===== config.mk =====
export PLATFORM = sky130hd
export DESIGN_NAME = router_pkt_tx
export DESIGN_NICKNAME = d
export VERILOG_FILES = /design/src/rtl/router_pkt_tx.sv
export SDC_FILE = /design/constraint.sdc
export NUM_CORES = 1
export LEC_CHECK = 0
export BUFFER_PORTS_ARGS = -buffer_cell sky130_fd_sc_hd__buf_2
export CAP_MARGIN = 20
export CORE_MARGIN = 3
export CORE_UTILIZATION = 47
export CTS_CLUSTER_DIAMETER = 120
export DETAILED_ROUTE_END_ITERATION = 10
export PLACE_DENSITY = 0.64
export SYNTH_ARGS = -nofsm -noshare
export SYNTH_HDL_FRONTEND = slang
export SYNTH_SLANG_ARGS = --single-unit

===== constraint.sdc =====
create_clock -name clk -period 3.22 [get_ports clk]
set_input_delay 0.322 -clock clk [delete_from_list [all_inputs] [get_ports clk]]
set_output_delay 0.322 -clock clk [all_outputs]
set_load 0.03 [all_outputs]

===== src/rtl/router_pkt_tx.sv =====
// router_pkt_tx: host-loaded payload FIFO plus a framing FSM that sends
// header / payload / parity to the router input port, honours router
// back-pressure, and captures the router error status after each packet.
module router_pkt_tx #(
  parameter int unsigned FIFO_DEPTH = 64,
  parameter int unsigned ERR_LAT    = 2
) (
  input  logic                          clk,
  input  logic                          reset,
  input  logic                          host_wr_en,
  input  logic [7:0]                    host_wr_data,
  output logic                          fifo_full,
  output logic [$clog2(FIFO_DEPTH):0]   fifo_count,
  output logic                          wr_drop,
  input  logic                          send_req,
  input  logic [5:0]                    send_len,
  output logic                          send_ack,
  output logic                          send_rej,
  output logic [7:0]                    dut_inp,
  output logic                          inp_valid,
  input  logic                          busy,
  input  logic [3:0]                    error,
  output logic                          tx_active,
  output logic                          done,
  output logic [3:0]                    err_status
);

  localparam int unsigned AW = $clog2(FIFO_DEPTH);
  localparam int unsigned CW = AW + 1;
  localparam logic [3:0]  ERR_LAT_C = 4'(ERR_LAT);

  typedef enum logic [2:0] {
    IDLE,
    HDR,
    PAYLOAD,
    PARITY,
    ERR_WAIT
  } state_e;

  state_e         state_q;
  logic [7:0]     mem_q [FIFO_DEPTH];
  logic [AW-1:0]  wr_ptr_q;
  logic [AW-1:0]  rd_ptr_q;
  logic [CW-1:0]  count_q;
  logic           wr_drop_q;
  logic [7:0]     dut_inp_q;
  logic           inp_valid_q;
  logic [7:0]     parity_q;
  logic [5:0]     rem_q;
  logic [3:0]     lat_q;
  logic           send_ack_q;
  logic           send_rej_q;
  logic           tx_active_q;
  logic           done_q;
  logic [3:0]     err_status_q;

  logic           full;
  logic           xfer;
  logic           pop;
  logic           push;
  logic [7:0]     head;

  // Transfer qualification and FIFO push/pop decisions.
  // A byte is popped when it is loaded into dut_inp (on the header transfer
  // and on every payload transfer except the last), so the FIFO head is
  // always the next byte to present.
  always_comb begin
    full = (count_q == CW'(FIFO_DEPTH));
    xfer = inp_valid_q && !busy;
    pop  = xfer && ((state_q == HDR) || ((state_q == PAYLOAD) && (rem_q != 6'd1)));
    push = host_wr_en && (!full || pop);
    head = mem_q[rd_ptr_q];
  end

  // Payload storage; contents need no reset since count_q gates all reads.
  always_ff @(posedge clk) begin
    if (push) begin
      mem_q[wr_ptr_q] <= host_wr_data;
    end
  end

  // FIFO pointers, occupancy and drop indication.
  always_ff @(posedge clk or negedge reset) begin
    if (!reset) begin
      wr_ptr_q  <= '0;
      rd_ptr_q  <= '0;
      count_q   <= '0;
      wr_drop_q <= 1'b0;
    end else begin
      if (push) wr_ptr_q <= wr_ptr_q + 1'b1;
      if (pop)  rd_ptr_q <= rd_ptr_q + 1'b1;
      case ({push, pop})
        2'b10:   count_q <= count_q + 1'b1;
        2'b01:   count_q <= count_q - 1'b1;
        default: count_q <= count_q;
      endcase
      wr_drop_q <= host_wr_en && !push;
    end
  end

  // Packet framing FSM with registered outputs.
  always_ff @(posedge clk or negedge reset) begin
    if (!reset) begin
      state_q      <= IDLE;
      dut_inp_q    <= '0;
      inp_valid_q  <= 1'b0;
      parity_q     <= '0;
      rem_q        <= '0;
      lat_q        <= '0;
      send_ack_q   <= 1'b0;
      send_rej_q   <= 1'b0;
      tx_active_q  <= 1'b0;
      done_q       <= 1'b0;
      err_status_q <= '0;
    end else begin
      send_ack_q <= 1'b0;
      send_rej_q <= 1'b0;
      done_q     <= 1'b0;
      case (state_q)
        IDLE: begin
          if (send_req) begin
            if ((send_len != 6'd0) && (count_q >= CW'(send_len))) begin
              send_ack_q  <= 1'b1;
              tx_active_q <= 1'b1;
              dut_inp_q   <= {send_len, 2'b00};
              parity_q    <= {send_len, 2'b00};
              inp_valid_q <= 1'b1;
              rem_q       <= send_len;
              state_q     <= HDR;
            end else begin
              send_rej_q <= 1'b1;
            end
          end
        end
        HDR: begin
          if (xfer) begin
            dut_inp_q <= head;
            state_q   <= PAYLOAD;
          end
        end
        PAYLOAD: begin
          if (xfer) begin
            parity_q <= parity_q ^ dut_inp_q;
            rem_q    <= rem_q - 1'b1;
            if (rem_q == 6'd1) begin
              dut_inp_q <= parity_q ^ dut_inp_q;
              state_q   <= PARITY;
            end else begin
              dut_inp_q <= head;
            end
          end
        end
        PARITY: begin
          if (xfer) begin
            inp_valid_q <= 1'b0;
            lat_q       <= ERR_LAT_C;
            state_q     <= ERR_WAIT;
          end
        end
        ERR_WAIT: begin
          if (lat_q <= 4'd1) begin
            err_status_q <= error;
            done_q       <= 1'b1;
            tx_active_q  <= 1'b0;
            state_q      <= IDLE;
          end else begin
            lat_q <= lat_q - 1'b1;
          end
        end
        default: state_q <= IDLE;
      endcase
    end
  end

  assign fifo_full  = full;
  assign fifo_count = count_q;
  assign wr_drop    = wr_drop_q;
  assign send_ack   = send_ack_q;
  assign send_rej   = send_rej_q;
  assign dut_inp    = dut_inp_q;
  assign inp_valid  = inp_valid_q;
  assign tx_active  = tx_active_q;
  assign done       = done_q;
  assign err_status = err_status_q;

endmodule


# Word-level counts from Yosys, hierarchy flattened
# Memory sizes are Yosys's and may differ from the RTL's.
# Cells that the tools add are included.
# totals
register_bits,58
ramBits,512
input_bits,23
out_inout_bits,26
word_cells,108
memories,1
# mem_list
memory,depth,word_bits,read_ports,rd_ports_with_merged_regs,write_ports,line_no,source
mem_q,64,8,1,0,1,41,logic [7:0] mem_q [FIFO_DEPTH];
# op_classes
n_addsub,6
order_cmp,2
eq_ne,17
mux,40
n_bitwise,1
reduce_logical,26
# ops
operator,n
$mux 8,6
$pmux 8 s3,1
$mux 3,7
$mux 6,3
$pmux 8 s2,1
$pmux 3 s5,1
$mux 1,14
$ne 2x2->1 const B,7
$pmux 7 s2,1
$add 6x1->6 const B,2
$pmux 6 s2,1
$reduce_and 4->1,3
$reduce_bool 2->1,5
$mux 4,2
$pmux 4 s2,1
$xor 8x8->8,1
$add 7x1->7 const B,1
$eq 7x7->1 const B,1
$ge 7x6->1,1
$reduce_and 7->1,1
$sub 7x1->7 const B,1
$eq 3x2->1 const B,2
$eq 6x1->1 const B,1
$logic_and 1x1->1,6
18 further kinds,22

# Depth between registers and ports, before layout
# depth
ltp_word,8
ltp_mapped,13
mapped_depth_nobuf,12

# Worst setup path after synthesis
# Ideal clock, no wire load.
# synth_timing
path_kind,register -> register
start,reg state_q[0]
end,reg count_q[6] (netlist: fifo_count[6])
setup_ps,80
t_arrival_ps,2754
required_ps,3140
slack_ps,386
stages_incl_launch_ff,12
path_buffers,1
synth_period_minus_slack_ps,2834
cell_sequence,dfrtp_1 nand2b_1 a21o_1 a211o_1 clkbuf_1 nor2_1 ha_1 a21o_1 a21oi_1 o21ai_0 o31ai_1 xor2_1
# synth_via
elab_chain_len,8
word_cells_on_any_way,11
cone_classes,eq/ne (4); mux (1); reduce/logical (6)
# synth_rtl
element,line_no,source
start: declaration,40,state_e state_q;
start signal: assignment,104,state_q <= IDLE;
start signal: assignment,129,state_q <= HDR;
start signal: assignment,138,state_q <= PAYLOAD;
$eq 3x2->1,70,pop = xfer && ((state_q == HDR) || ((state_q == PAYLOAD) && (rem_q != 6'd1)));
$logic_and 1x1->1,70,
$logic_or 1x1->1 *,70,
$logic_and 1x1->1 *,70,
$logic_or 1x1->1,71,push = host_wr_en && (!full || pop);
$logic_and 1x1->1,71,
$eq 2x1->1 / $eq 2x2->1 (equally long branches),92,"case ({push, pop})"
$pmux 7 s2 / $reduce_bool 2->1 (equally long branches),n/a,
end signal: assignment,93,2'b10: count_q <= count_q + 1'b1;
end signal: assignment,94,2'b01: count_q <= count_q - 1'b1;
end signal: assignment,95,default: count_q <= count_q;
end: declaration,44,logic [CW-1:0] count_q;
# Mark *: on every way between the ends. The rest lies on a longest branch, timed or not.
# A chain may end at the register's enable or synchronous reset.

# Worst setup path in the final report
# layout_timing
start,reg rd_ptr_q[0]
end,reg dut_inp_q[3] (netlist: dut_inp[3])
# layout_via
elab_chain_len,4
word_cells_on_any_way,5
cone_classes,mux (4); memory (1)
# layout_rtl
element,line_no,source
start: declaration,43,logic [AW-1:0] rd_ptr_q;
start signal: assignment,91,if (pop) rd_ptr_q <= rd_ptr_q + 1'b1;
$mem_v2 64x8 *,n/a,
$mux 8,145,if (rem_q == 6'd1) begin
$mux 8,142,if (xfer) begin
$pmux 8 s3 *,119,case (state_q)
end signal: assignment,125,"dut_inp_q <= {send_len, 2'b00};"
end signal: assignment,146,dut_inp_q <= parity_q ^ dut_inp_q;
end: declaration,46,logic [7:0] dut_inp_q;
# Mark *: on every way between the ends. The rest lies on a longest branch, timed or not. The select of a mux whose other input is x is not followed.

==> flow_summary_export.csv <==
group,metric,value,unit
cts,root_buffer,"clkbuf_16",
finish,instances_no_fill,2164,
worst_setup_path,required,3.72,ns
synth,synth_area_per_cell,17.8,um^2
worst_setup_path,regToRegSetupSlack,0.10,ns
global_routing,met2_usage,33.7,%
floorplanning,die_w,228,um
placed_design,place.gp.congestion,0.842,
global_routing,grt_pass1_wl,80.3,mm
finish,num-fill-cells,3695,
floorplanning,initial_utilization,47.9,%
min_path,min_to,"wr_drop$_DFF_PN0_",
global_routing,grt_use_total,21.2,%
routing,drc_errors,0,
synth,ys_types,61,
timing,rsz0062_at_grt,"false",
routing,vias,12700,
timing,worstMarginPinSlew,0.900,ns
min_path,min_from,"host_wr_en",
worst_setup_path,rr_worst_depth,7,
timing,setup_ws,0.104,ns
global_routing,grt_antenna_before_repair,1,
finish,layout-drive-gt1-share,25.0,%
floorplanning,fp-row-count,80,
synth,synth-simple-area-share,4.97,%
synth,synth_area,23100,um^2
global_routing,grt_use_met3,3.46,%
status,status,"finished, final reports clean",
floorplanning,coreArea,48100,um^2
worst_setup_path,crit_path_start_kind,"flip-flop",
floorplanning,ios,49,
routing,wl_per_cell,25.0,um
synth,synth_top_family_by_area,"multiplexers",
finish,nets,1506,
cts,cts_tree,"yes",
synth,async_flop_share,10.2,%
placed_design,port_buffers,48,
power_and_ir_drop,leakagePower,9.13,nW
global_routing,grt_busiest_layer,"met2",
timing,setup_viol,0,
routing,via_per_inst,5.85,
worst_setup_path,r2r-start,"rd_ptr_q[0]$_DFFE_PN0N_",
worst_setup_path,r2r_end,"dut_inp[3]$_DFFE_PN0P_",
worst_setup_path,critical_path_arrival,3.61,ns
timing,fin_crit_sh,96.8,%
global_routing,grt_max_degree,48,
timing,fin_crit,3.12,ns
worst_setup_path,critPathKind,"flip-flop to flip-flop",
timing,final_hold_viol_count,0,
cts,cts.path.max_buffers,3,
global_routing,grt_pass1_vias,12500,
synth,synth_fa_ha_area_share,1.01,%
power_and_ir_drop,p_total,0.0220,W
routing,ant_nets,0,
floorplanning,dieArea,51800,um^2
cts,path_clk_slew,0.06,ns
synth,synth_xor_area_share,0.683,%
synth,synth_mux_area_share,13.4,%
cts,cts.htree.levels,2,
synth,synth_cells,1293,
timing,relSlewSlack,39.8,%
placed_design,dp_slack,-0.00197,ns
synth,synth_seq_cells,570,
synth,synth_compound_area_share,5.25,%
global_routing,grtUsageMet1,30.7,%
worst_setup_path,crit_path_max_fanout,32,
routing,first_iter_violations,1543,
routing,finalWirelength,54.2,mm
placed_design,placedCellCount,2055,
job,cap_violations,0,
power_and_ir_drop,pwr_density_cell,824,nW/um^2
synth,yosysWarnings,0,
synth,synth_flop_cell,"edfxtp_1",
routing,dr.pass1.iters,5,
global_routing,grt.overflow.total,0,
cts,cts_sinks,570,
synth,syn_nets,1334,
timing,max_freq,0.321,GHz
finish,syn2layout_area_growth,15.9,%
cts,cts_buffers,57,
min_path,whs_path_depth,3,
cts,clock_latency,0.63,ns
finish,antenna_cells,0,
synth,yosysSeqAreaShare,72.9,%
timing,maxSlewViolCount,0,
power_and_ir_drop,peakVddDrop,0.000469,V
synth,synth_edf_count,512,
timing,clock-skew-final,0.0365,ns
min_path,worstHoldPathType,"input pin to flip-flop",
worst_setup_path,end_kind,"flip-flop",
timing,setup_tns,0,ns
floorplanning,die_h,228,um
placed_design,dpl.hpwl,35.2,mm
==> cell type report <==
cell class | instances | area [um^2] | area share (%)
tap | 656 | 821 | 3.07
clock buffer | 68 | 1490 | 5.57
inverter | 15 | 56.3 | 0.211
clock inverter | 34 | 339 | 1.27
multi-input combinational | 642 | 5850 | 21.9
sequential | 570 | 16800 | 63.0
timing repair buffer | 179 | 1350 | 5.05
==> critical path, stage by stage, from the launching register on <==
cell and delay (ns):
dfrtp_4 0.63, buf_12 0.19, buf_12 0.25, mux4_2 0.53, a2111oi_1 0.77, buf_4 0.23, nor4_1 0.07, a221o_1 0.28
==> worst max path at each step <==
stage / from / cells after the start / slack [ns] / end
CTS: rd_ptr_q[1]$_DFFE_PN0N_ / 9 / 0.05 / dut_inp[1]$_DFFE_PN0P_
floorplan: state_q[0]$_DFFE_PN0P_ / 11 / 0.39 / fifo_count[6]$_DFFE_PN0P_
detailed placement: rd_ptr_q[0]$_DFFE_PN0N_ / 7 / -0.002 / dut_inp[3]$_DFFE_PN0P_
finish: rd_ptr_q[0]$_DFFE_PN0N_ / 7 / 0.10 / dut_inp[3]$_DFFE_PN0P_
global route: rd_ptr_q[0]$_DFFE_PN0N_ / 9 / 0.02 / dut_inp[1]$_DFFE_PN0P_
global placement: rd_ptr_q[0]$_DFFE_PN0N_ / 7 / 0.02 / dut_inp[3]$_DFFE_PN0P_
==> power by group <==
group | leakage [nW] | total [W] | switching, W | internal (W)
Clock | 0.900 | 0.00651 | 0.00274 | 0.00377
Combinational | 2.92 | 0.00629 | 0.00352 | 0.00276
Sequential | 5.30 | 0.00923 | 0.000611 | 0.00862
Total | 9.13 | 0.0220 | 0.00687 | 0.0152
==> through the flow <==
stage	util (%)	hold slack, ns	area [um^2]
after floorplan	-	0.0264	23100
after global placement	51.6	0.369	24800
after detailed placement	51.6	0.370	24800
after CTS	55.5	0.0456	26700
after global routing	55.5	0.0915	26700
final	55.5	0.0908	26700
==> routing by layer <==
layer  share of wire [%]  up-vias
li1                    -     5520
met4                 2.6        2
met2                  48      464
met1                  43     6573
met5               0.024        -
met3                 6.4       91
==> cells in the final DEF (no fill, tap or decap), types with 5 or more instances in the layout <==
cell and n:
buf_4 116, a22oi_1 6, ha_1 17, bufinv_16 6, o22ai_1 27, nor2_1 102, nor2b_1 8, nor3b_1 7
xnor2_1 14, a21o_1 8, nand2b_1 10, nand3_1 14, mux4_2 101, mux2_2 8, clkinv_1 11, dlygate4sd3_1 6
dfrtp_1 55, clkbuf_1 10, inv_1 15, a22o_1 8, buf_12 9, clkbuf_16 58, edfxtp_1 512, a2111oi_0 5
o211ai_1 8, a211oi_1 18, clkinv_2 13, mux2i_1 73, a31oi_1 6, o21ai_0 38, buf_2 48, a21oi_1 32
nand3b_1 10, nand2_1 56
==> kinds of logic (layout without fill, tap and decap cells) <==
| family | count (synthesis) | after routing |
|---|---|---|
| DFF | 570 | 570 |
| and+or+nand+nor | 241 | 241 |
| AOI/OAI and AO/OA | 183 | 183 |
| muxes | 182 | 182 |
| buffers and inverters | 81 | 296 |
| adders and majority gates | 18 | 18 |
| xor gates and xnor gates | 18 | 18 |
==> sequential cells by signal (all words and copies together) (netlist names) <==
name / cells
dut_inp: 8
inp_valid: 1
mem_q: 512
send_ack: 1
rd_ptr_q: 6
done: 1
err_status: 4
fifo_count: 7
parity_q: 8
rem_q: 6
tx_active: 1
wr_drop: 1
lat_q: 4
state_q: 3
wr_ptr_q: 6
send_rej: 1
==> timing repair <==
action	in CTS	in global routing
gates resized for setup	1	4
hold endpoints to repair	28	0
hold buffers	6	0
buffers inserted	0	1
endpoints found under the setup margin	1	5
==> synth_stat cells, types with 7 or more instances <==
library cell	count	area [um^2]
ha_1	17	213
edfxtp_1	512	15400
nor2b_1	8	50.1
nand2b_1	10	62.6
a2111oi_0	8	70.1
o22ai_1	27	169
clkbuf_1	26	97.6
nor2_1	103	387
buf_1	7	26.3
inv_1	15	56.3
o21ai_0	38	190
a21oi_1	32	160
buf_4	12	90.1
mux2_2	8	90.1
o211ai_1	8	60.1
a22o_1	8	70.1
a21o_1	8	60.1
nor3b_1	7	52.6
nand3b_1	10	75.1
nand3_1	14	70.1
buf_2	17	85.1
mux4_2	101	2270
a211oi_1	18	135
dfrtp_1	58	1450
xnor2_1	14	123
nand2_1	56	210
mux2i_1	73	731
Note: power is estimated with default switching activity, not from simulation.
